File: src/rtl/mdu_pkg.sv
// Shared definitions for the multiply/divide sequencer: op bit meanings, FSM encoding and
// the divide-by-zero result constant.
package mdu_pkg;

  localparam int unsigned OpMulBit    = 1;
  localparam int unsigned OpSignedBit = 0;

  // Quotient returned for a divide by zero; the remainder is the dividend.
  localparam logic [31:0] DIV0_LO = 32'hFFFF_FFFF;

  localparam logic [1:0] ST_IDLE = 2'd0;
  localparam logic [1:0] ST_MUL  = 2'd1;
  localparam logic [1:0] ST_DIV  = 2'd2;
  localparam logic [1:0] ST_DONE = 2'd3;

  typedef enum logic [1:0] {
    StIdle = ST_IDLE,
    StMul  = ST_MUL,
    StDiv  = ST_DIV,
    StDone = ST_DONE
  } mdu_state_e;

  function automatic logic op_is_mul(input logic [1:0] op);
    return op[OpMulBit];
  endfunction

  function automatic logic op_is_signed(input logic [1:0] op);
    return op[OpSignedBit];
  endfunction

endpackage

File: src/rtl/mdu_cnt.sv
// Shared cycle counter: counts down the multiply latency or counts up the divide watchdog.
module mdu_cnt #(
  parameter int unsigned MUL_LAT = 1,
  parameter int unsigned DIV_MAX = 40
) (
  input  logic clk,
  input  logic rst,
  input  logic clear_i,
  input  logic load_i,
  input  logic dec_i,
  input  logic inc_i,
  output logic zero_o,
  output logic limit_hit_o
);

  localparam logic [5:0] LoadVal = 6'(MUL_LAT - 1);
  localparam logic [5:0] Limit   = 6'(DIV_MAX);
  localparam logic [5:0] LimitM1 = 6'(DIV_MAX - 1);

  logic [5:0] cnt_q, cnt_d;

  always_comb begin
    cnt_d = cnt_q;
    if (clear_i) begin
      cnt_d = 6'd0;
    end else if (load_i) begin
      cnt_d = LoadVal;
    end else if (dec_i && cnt_q != 6'd0) begin
      cnt_d = cnt_q - 6'd1;
    end else if (inc_i && cnt_q < Limit) begin
      // Saturates at the limit so a hung divider cannot wrap the watchdog.
      cnt_d = cnt_q + 6'd1;
    end
  end

  always_ff @(posedge clk) begin
    if (rst) begin
      cnt_q <= 6'd0;
    end else begin
      cnt_q <= cnt_d;
    end
  end

  assign zero_o      = (cnt_q == 6'd0);
  assign limit_hit_o = inc_i && (cnt_q == LimitM1);

endmodule

File: src/rtl/mdu_sched.sv
// Multiply/divide sequencer for the EX stage: latches one request, waits on the multiplier
// or handshakes with the iterative divider, holds HI/LO and raises the EX stall.
module mdu_sched
  import mdu_pkg::*;
#(
  parameter int unsigned MUL_LAT = 1,
  parameter int unsigned DIV_MAX = 40
) (
  input  logic        clk,
  input  logic        rst,
  input  logic        req_valid_i,
  input  logic [1:0]  op_i,
  input  logic [31:0] src_a_i,
  input  logic [31:0] src_b_i,
  input  logic        flush_i,
  input  logic        advance_i,
  input  logic [31:0] mul_hi_i,
  input  logic [31:0] mul_lo_i,
  output logic [31:0] mul_a_o,
  output logic [31:0] mul_b_o,
  output logic        mul_signed_o,
  output logic        div_start_o,
  output logic        div_annul_o,
  output logic        div_signed_o,
  output logic [31:0] div_a_o,
  output logic [31:0] div_b_o,
  input  logic [63:0] div_result_i,
  input  logic        div_ready_i,
  output logic [31:0] hi_o,
  output logic [31:0] lo_o,
  output logic        result_valid_o,
  output logic        stall_o,
  output logic        busy_o,
  output logic        err_o
);

  mdu_state_e  state_q, state_d;
  logic [31:0] a_q, b_q;
  logic [1:0]  op_q;
  logic [31:0] hi_q, hi_d, lo_q, lo_d;
  logic        err_q, err_d;
  logic        latch_en;
  logic        new_req;

  logic cnt_clear, cnt_load, cnt_dec, cnt_inc;
  logic cnt_zero, cnt_limit_hit;

  mdu_cnt #(
    .MUL_LAT (MUL_LAT),
    .DIV_MAX (DIV_MAX)
  ) u_cnt (
    .clk         (clk),
    .rst         (rst),
    .clear_i     (cnt_clear),
    .load_i      (cnt_load),
    .dec_i       (cnt_dec),
    .inc_i       (cnt_inc),
    .zero_o      (cnt_zero),
    .limit_hit_o (cnt_limit_hit)
  );

  assign new_req = req_valid_i && !flush_i;

  always_comb begin
    state_d   = state_q;
    hi_d      = hi_q;
    lo_d      = lo_q;
    err_d     = err_q;
    latch_en  = 1'b0;
    cnt_clear = 1'b0;
    cnt_load  = 1'b0;
    cnt_dec   = 1'b0;
    cnt_inc   = 1'b0;
    unique case (state_q)
      StIdle: begin
        if (new_req) begin
          latch_en = 1'b1;
          if (op_is_mul(op_i)) begin
            state_d  = StMul;
            cnt_load = 1'b1;
          end else if (src_b_i == 32'd0) begin
            // Divide by zero completes immediately without touching the divider.
            state_d = StDone;
            hi_d    = src_a_i;
            lo_d    = DIV0_LO;
          end else begin
            state_d   = StDiv;
            cnt_clear = 1'b1;
          end
        end
      end
      StMul: begin
        if (flush_i) begin
          state_d = StIdle;
        end else if (cnt_zero) begin
          state_d = StDone;
          hi_d    = mul_hi_i;
          lo_d    = mul_lo_i;
        end else begin
          cnt_dec = 1'b1;
        end
      end
      StDiv: begin
        if (flush_i) begin
          state_d = StIdle;
        end else if (div_ready_i) begin
          state_d = StDone;
          hi_d    = div_result_i[63:32];
          lo_d    = div_result_i[31:0];
        end else begin
          cnt_inc = 1'b1;
          if (cnt_limit_hit) begin
            err_d = 1'b1;
          end
        end
      end
      StDone: begin
        if (flush_i || advance_i) begin
          state_d = StIdle;
        end
      end
      default: state_d = StIdle;
    endcase
  end

  always_ff @(posedge clk) begin
    if (rst) begin
      state_q <= StIdle;
      hi_q    <= 32'd0;
      lo_q    <= 32'd0;
      err_q   <= 1'b0;
    end else begin
      state_q <= state_d;
      hi_q    <= hi_d;
      lo_q    <= lo_d;
      err_q   <= err_d;
    end
  end

  always_ff @(posedge clk) begin
    if (rst) begin
      a_q  <= 32'd0;
      b_q  <= 32'd0;
      op_q <= 2'd0;
    end else if (latch_en) begin
      a_q  <= src_a_i;
      b_q  <= src_b_i;
      op_q <= op_i;
    end
  end

  assign mul_a_o      = a_q;
  assign mul_b_o      = b_q;
  assign mul_signed_o = op_is_signed(op_q);
  assign div_a_o      = a_q;
  assign div_b_o      = b_q;
  assign div_signed_o = op_is_signed(op_q);

  assign div_start_o    = (state_q == StDiv) && !flush_i;
  assign div_annul_o    = (state_q == StDiv) && flush_i;
  assign hi_o           = hi_q;
  assign lo_o           = lo_q;
  assign result_valid_o = (state_q == StDone);
  assign busy_o         = (state_q != StIdle);
  assign err_o          = err_q;
  assign stall_o        = ((state_q == StIdle) && new_req) || (state_q == StMul) ||
                          (state_q == StDiv);

endmodule

File: config.mk
export PLATFORM = sky130hd
export DESIGN_NAME = mdu_sched
export DESIGN_NICKNAME = d
export VERILOG_FILES = /design/src/rtl/mdu_pkg.sv /design/src/rtl/mdu_cnt.sv /design/src/rtl/mdu_sched.sv
export SDC_FILE = /design/constraint.sdc
export NUM_CORES = 1
export LEC_CHECK = 0
export BUFFER_PORTS_ARGS = -buffer_cell sky130_fd_sc_hd__buf_2
export CAP_MARGIN = 20
export CELL_PAD_IN_SITES_DETAIL_PLACEMENT = 0
export CELL_PAD_IN_SITES_GLOBAL_PLACEMENT = 1
export CORE_MARGIN = 3
export CORE_UTILIZATION = 29
export CTS_BUF_LIST = sky130_fd_sc_hd__clkbuf_16
export DETAILED_ROUTE_END_ITERATION = 8
export PLACE_DENSITY = 0.83
export SETUP_SLACK_MARGIN = 0.15
export SYNTH_ARGS = -nofsm -noshare
export SYNTH_HDL_FRONTEND = slang
export SYNTH_HIERARCHICAL = 1
export SYNTH_SLANG_ARGS = --single-unit
File: constraint.sdc
create_clock -name clk -period 2.9 [get_ports clk]
set_input_delay 0.145 -clock clk [delete_from_list [all_inputs] [get_ports clk]]
set_output_delay 0.145 -clock clk [all_outputs]
set_load 0.1 [all_outputs]
**Word-level counts from Yosys, hierarchy flattened**

Index checks and enable logic that the tools add are counted.
W data, S select, Z words.

- Multiplexer cells: 42
- Shift operators: 0
- Equal/unequal tests: 14
- Bitwise operators: 2
- Reductions and logical operators: 22
- Multipliers: 0
- $add $sub $neg: 2
- Magnitude comparators: 1
- Div/mod/pow operators: 0

Operators by type and width:

| cell | count |
|---|---|
| $mux W32 | 14 |
| $pmux W32 S3 | 2 |
| $logic_not A32 Y1 | 1 |
| $mux W1 | 16 |
| $mux W2 | 7 |
| $ne A2 B2 Y1 const B | 7 |
| $mux W6 | 2 |
| $pmux W2 S4 | 1 |
| $reduce_and A4 Y1 | 2 |
| $reduce_and A8 Y1 | 1 |
| $logic_and A1 B1 Y1 | 7 |
| $add A6 B1 Y6 const B | 1 |
| $eq A6 B6 Y1 const B | 1 |
| $logic_not A6 Y1 | 1 |
| $lt A6 B6 Y1 const B | 1 |
| $ne A3 B3 Y1 const B | 2 |
| $reduce_bool A6 Y1 | 1 |
| $sub A6 B1 Y6 const B | 1 |
| $eq A2 B2 Y1 const B | 2 |
| $reduce_bool A2 Y1 | 2 |
| $logic_or A1 B1 Y1 | 3 |
| $reduce_bool A3 Y1 | 1 |
| $reduce_or A3 Y1 | 1 |
| $eq A2 B1 Y1 const B | 1 |
| other kinds (4) | 5 |

- Register bits after elaboration: 138
- ROM bits: 0
- Output and inout bits: 200
- Bits in latches: 0
- Memories: 0
- RAM bits: 0

**Longest topological paths before layout**

- Depth after elaboration: 6
- Depth in mapped cells: 11
- Gate-level depth less buffers: 11

**Modules after synthesis**

The synthesis kept the hierarchy.

Modules (own cells, without submodules):

| module | instances | sequential area each (sq um) | cells each | area an instance (sq um) |
|---|---|---|---|---|
| mdu_sched | 1 | 2642.5 | 797 | 6801.5 |
| mdu_cnt | 1 | 120.1 | 67 | 538.0 |

**Worst setup path after synthesis**

Ideal clock, no wire load.

- Kind: flip-flop to flip-flop
- From: reg state_q[0]
- To: reg u_cnt.cnt_q[3]
- Setup slack: -0.451 ns
- Stages on the path, launching flop included: 11
- Clock period less this slack: 3.351 ns
- Library setup time: 0.122 ns
- Arrival time: 3.229 ns
- Buffers on the path: 2
- Path through: dfxtp_1 > inv_1 > ha_1 > clkbuf_1 > buf_2 > nor2b_1 > nor2b_1 > nor3_1 > and2_4 > o211ai_1 > o21ai_1

- Cells in the longest elaborated chain, start to end: 4
- Elaborated cells between the ends (all ways): 12
- Those cells by class: 2 x eq/ne; 5 x mux; 5 x reduce/logical

RTL lines:

| what | line | text |
|---|---|---|
| start, declared | mdu_sched.sv:37 | `mdu_state_e state_q, state_d;` |
| start signal, assigned | mdu_sched.sv:128 | `state_q <= StIdle;` |
| start signal, assigned | mdu_sched.sv:133 | `state_q <= state_d;` |
| $eq A2 B2 Y1 | mdu_sched.sv:74 | `unique case (state_q)` |
| $mux W1 | mdu_sched.sv:74 |  |
| net cnt_inc | mdu_sched.sv:45 | `logic cnt_clear, cnt_load, cnt_dec, cnt_inc;` |
| $logic_and A1 B1 Y1 | mdu_cnt.sv:30 | `end else if (inc_i && cnt_q < Limit) begin` |
| $reduce_bool A2 Y1 (no line) | n/a |  |
| end signal, assigned | mdu_cnt.sv:40 | `cnt_q <= cnt_d;` |
| end, declared | mdu_cnt.sv:20 | `logic [5:0] cnt_q, cnt_d;` |

The timed path passes the listed nets, and every way through them passes these cells.
A chain may end at the register's enable or synchronous reset.

**Worst setup path in the final report**

- From: reg state_q[0]
- To: out div_annul_o

- Cells in the longest elaborated chain, start to end: 2

RTL lines:

| what | line | text |
|---|---|---|
| $eq A2 B2 Y1 | mdu_sched.sv:160 | `assign div_annul_o = (state_q == StDiv) && flush_i;` |
| $logic_and A1 B1 Y1 | mdu_sched.sv:160 |  |
| end, declared | mdu_sched.sv:23 | `output logic div_annul_o,` |

Every way passes these cells.

==> flow_summary.ini <==
[clocking]
cts_buffer_depth = 2
h-tree-depth = 4
clk_latency_ns = 0.43
clkSinkCount = 138
clockRootBuffer = clkbuf_16
clk_pin_slew_ns = 0.06
cts_inserted_buffers = 17
cts_tree = done

[sta]
rsz0062_at_grt = no
finalHoldViolCount = 0
setup_viol = 0
slew_violations = 0
fin_crit_ns = 2.55
fmax_mhz = 392
relSlewSlack_pct = 34.9
timing.final.crit_share_pct = 88.0
setup_slack_ns = 0.349
worst_pin_slew_ns = 0.976
setup_tns_ns = 0
skew_ns = 0.0144

[die]
initial_core_util_pct = 29.8
die-width_um = 165
die_y_um = 165
row_count = 57
core_um2 = 24600
io_pins = 400
dieArea_um2 = 27300

[yosys]
yosysUniqueCellTypes = 46
yosysSeqAreaShare_pct = 37.6
async_reset_ff_share_pct = 0
syn-num-nets = 1074
syn_area_um2 = 7340
synth_edf_count = 0
synth_ff_type = dfxtp_1
avgSynthCellArea_um2 = 8.49
synthCells = 864
ys_seq_elements = 138
yosys_warnings = 6

[setup_path]
crit_required_ns = 2.76
crit_arrival_ns = 2.41
startpoint_type = register
rr_startpoint = u_cnt/cnt_q[3]
cp-startpoint = state_q[0]
end_kind = primary output
cp_max_fo = 38
reg2reg_depth = 11
critPathKind = register to primary output

[finish]
design_area_um2 = 10400
utilization_pct = 42.5
area_growth_pct = 42.3
seqCellArea_um2 = 2760
nFillCells = 2497
diodes = 0
multi_input_area_um2 = 3810
fin_nets = 1440
layout-drive-gt1-share_pct = 39.7

[placement]
dp_hpwl_um = 19500
io_buffers = 399
place_area_um2 = 9150
place_congestion = 0.856
post-place-ws_ns = 0.229

[drt]
ant_nets = 0
drt-total-wl_um = 26400
viasPerCell = 4.68
drc = 0
vias = 7329
wl_per_cell_um = 16.8
first_pass_iters = 5
drtIter0Drc = 455

[power_and_ir_drop]
peakVddDrop_mv = 0.643
p_leak_nw = 5.11
p_per_area_nw_per_um2 = 1200

[global_routing]
grt_pass1_vias = 6708
grt.total_usage_pct = 18.1
grt_pass1_wl_um = 37800
antenna_found_initial = 0
grt_overflow = 0
grt_max_degree = 138

[outcome]
status = complete, no violations

[job]
drv_cap = 0

[hold_path]
hp-class = primary input to register
hp-start = src_a_i[20]
hold_depth = 3
cell type report:
cell class                      count  area share (%)
Timing Repair Buffer              480            26.7
Sequential cell                   138            26.4
Inverter                            7           0.287
Clock inverter                     15            2.12
Tap cell                          324            3.88
Multi-Input combinational cell    586            36.5
Clock buffer                       17            4.07
flip-flops by register name, summed over array words and instances (netlist names):
signal       count
err_o            1
u_cnt/cnt_q      6
hi_o            32
op_q             1
state_q          2
div_a_o         32
lo_o            32
div_b_o         32
path summary, 6_finish.rpt:
check / to / slack, ns
max: div_annul_o / 0.35
min: div_a_o[20] / 0.02
max reg2reg: u_cnt/cnt_q[5] / 0.48
min reg2reg: div_b_o[22] / 0.47
power by group:
group	switching [W]	internal, W	leakage [nW]
sequential	0.000270	0.00238	1.13
clock	0.000907	0.00153	0.317
combinational	0.00578	0.00169	3.66
cells in the mapped netlist (all sizes together), types with 2 or more instances:
library cell  count  area [µm²]
dfxtp           138        2760
nand2           136         510
a21oi           104         524
buf              88         621
a22oi            64         480
clkbuf           45         169
nor2             44         165
nand2b           39         251
nor2b            35         219
mux2i            34         340
a211o            33         289
mux2             32         465
nor4             11        83.8
o21ai            11        58.8
ha                9         113
inv               7        26.3
nand3             5        25.0
and2              4        27.5
nor3              4        31.3
nand4             3        18.8
o211ai            3        22.5
a211oi            2        20.0
or3               2        12.5
cells in the final DEF, fill, tap and decap left out, drive strengths merged, types with 2 or more instances in the layout:
cell type	netlist	final
clkinvlp	0	3
mux2i	34	34
nand2b	39	39
nor2b	35	35
nand4	3	3
clkinv	0	2
nor3	4	4
dlygate4sd3	0	60
nand3	5	5
mux2	32	32
nor4	11	11
or3	2	2
nand2	136	136
a21oi	104	104
o211ai	3	3
inv	7	12
a211o	33	33
ha	9	9
and2	4	4
a211oi	2	2
bufinv	0	5
clkbuf	45	17
buf	88	420
nor2	44	44
a22oi	64	64
dfxtp	138	138
o21ai	11	11
repair_timing:
item | in CTS | in global routing
endpoints found under the setup margin | 1 | 34
resized for setup | 1 | 1
hold buffers | 60 | 0
buffers inserted | 0 | 6
endpoints found under the hold margin | 60 | 0
metrics by stage:
stage | power, W | cells | hold slack [ns]
after floorplan | 0.00883 | 864 | 0.281
after global placement | 0.0100 | 1469 | 0.397
after detailed placement | 0.0101 | 1469 | 0.401
after CTS | 0.0126 | 1561 | 0.00230
after global routing | 0.0131 | 1567 | 0.0104
final | 0.0126 | 1567 | 0.0162
critical path, stage by stage (launching register included):
cell     delay [ns]
dfxtp_1        0.35
inv_1          0.15
ha_2           0.21
buf_4          0.31
buf_6          0.33
and2_1         0.17
buf_2          0.43
logic make-up after synthesis:
group / Yosys count / share of synthesized area, %
AND/OR/NAND/NOR: 286 / 18.6
AO/OA/AOI/OAI: 222 / 19.6
buffers and inverters: 140 / 11.1
flip-flops: 138 / 37.6
XOR/XNOR: 2 / 0.239
multiplexers: 66 / 11.0
adder cells (fa/ha/maj): 10 / 1.81
layer usage:
layer,share of wire [%],vias up,global-route usage (%)
met4,0.85,0,4.23
met3,6.4,15,4.19
met2,50,268,31.3
met5,0,-,0
met1,42,3389,22.9
li1,-,3657,-
(Power assumes the default switching activity.)
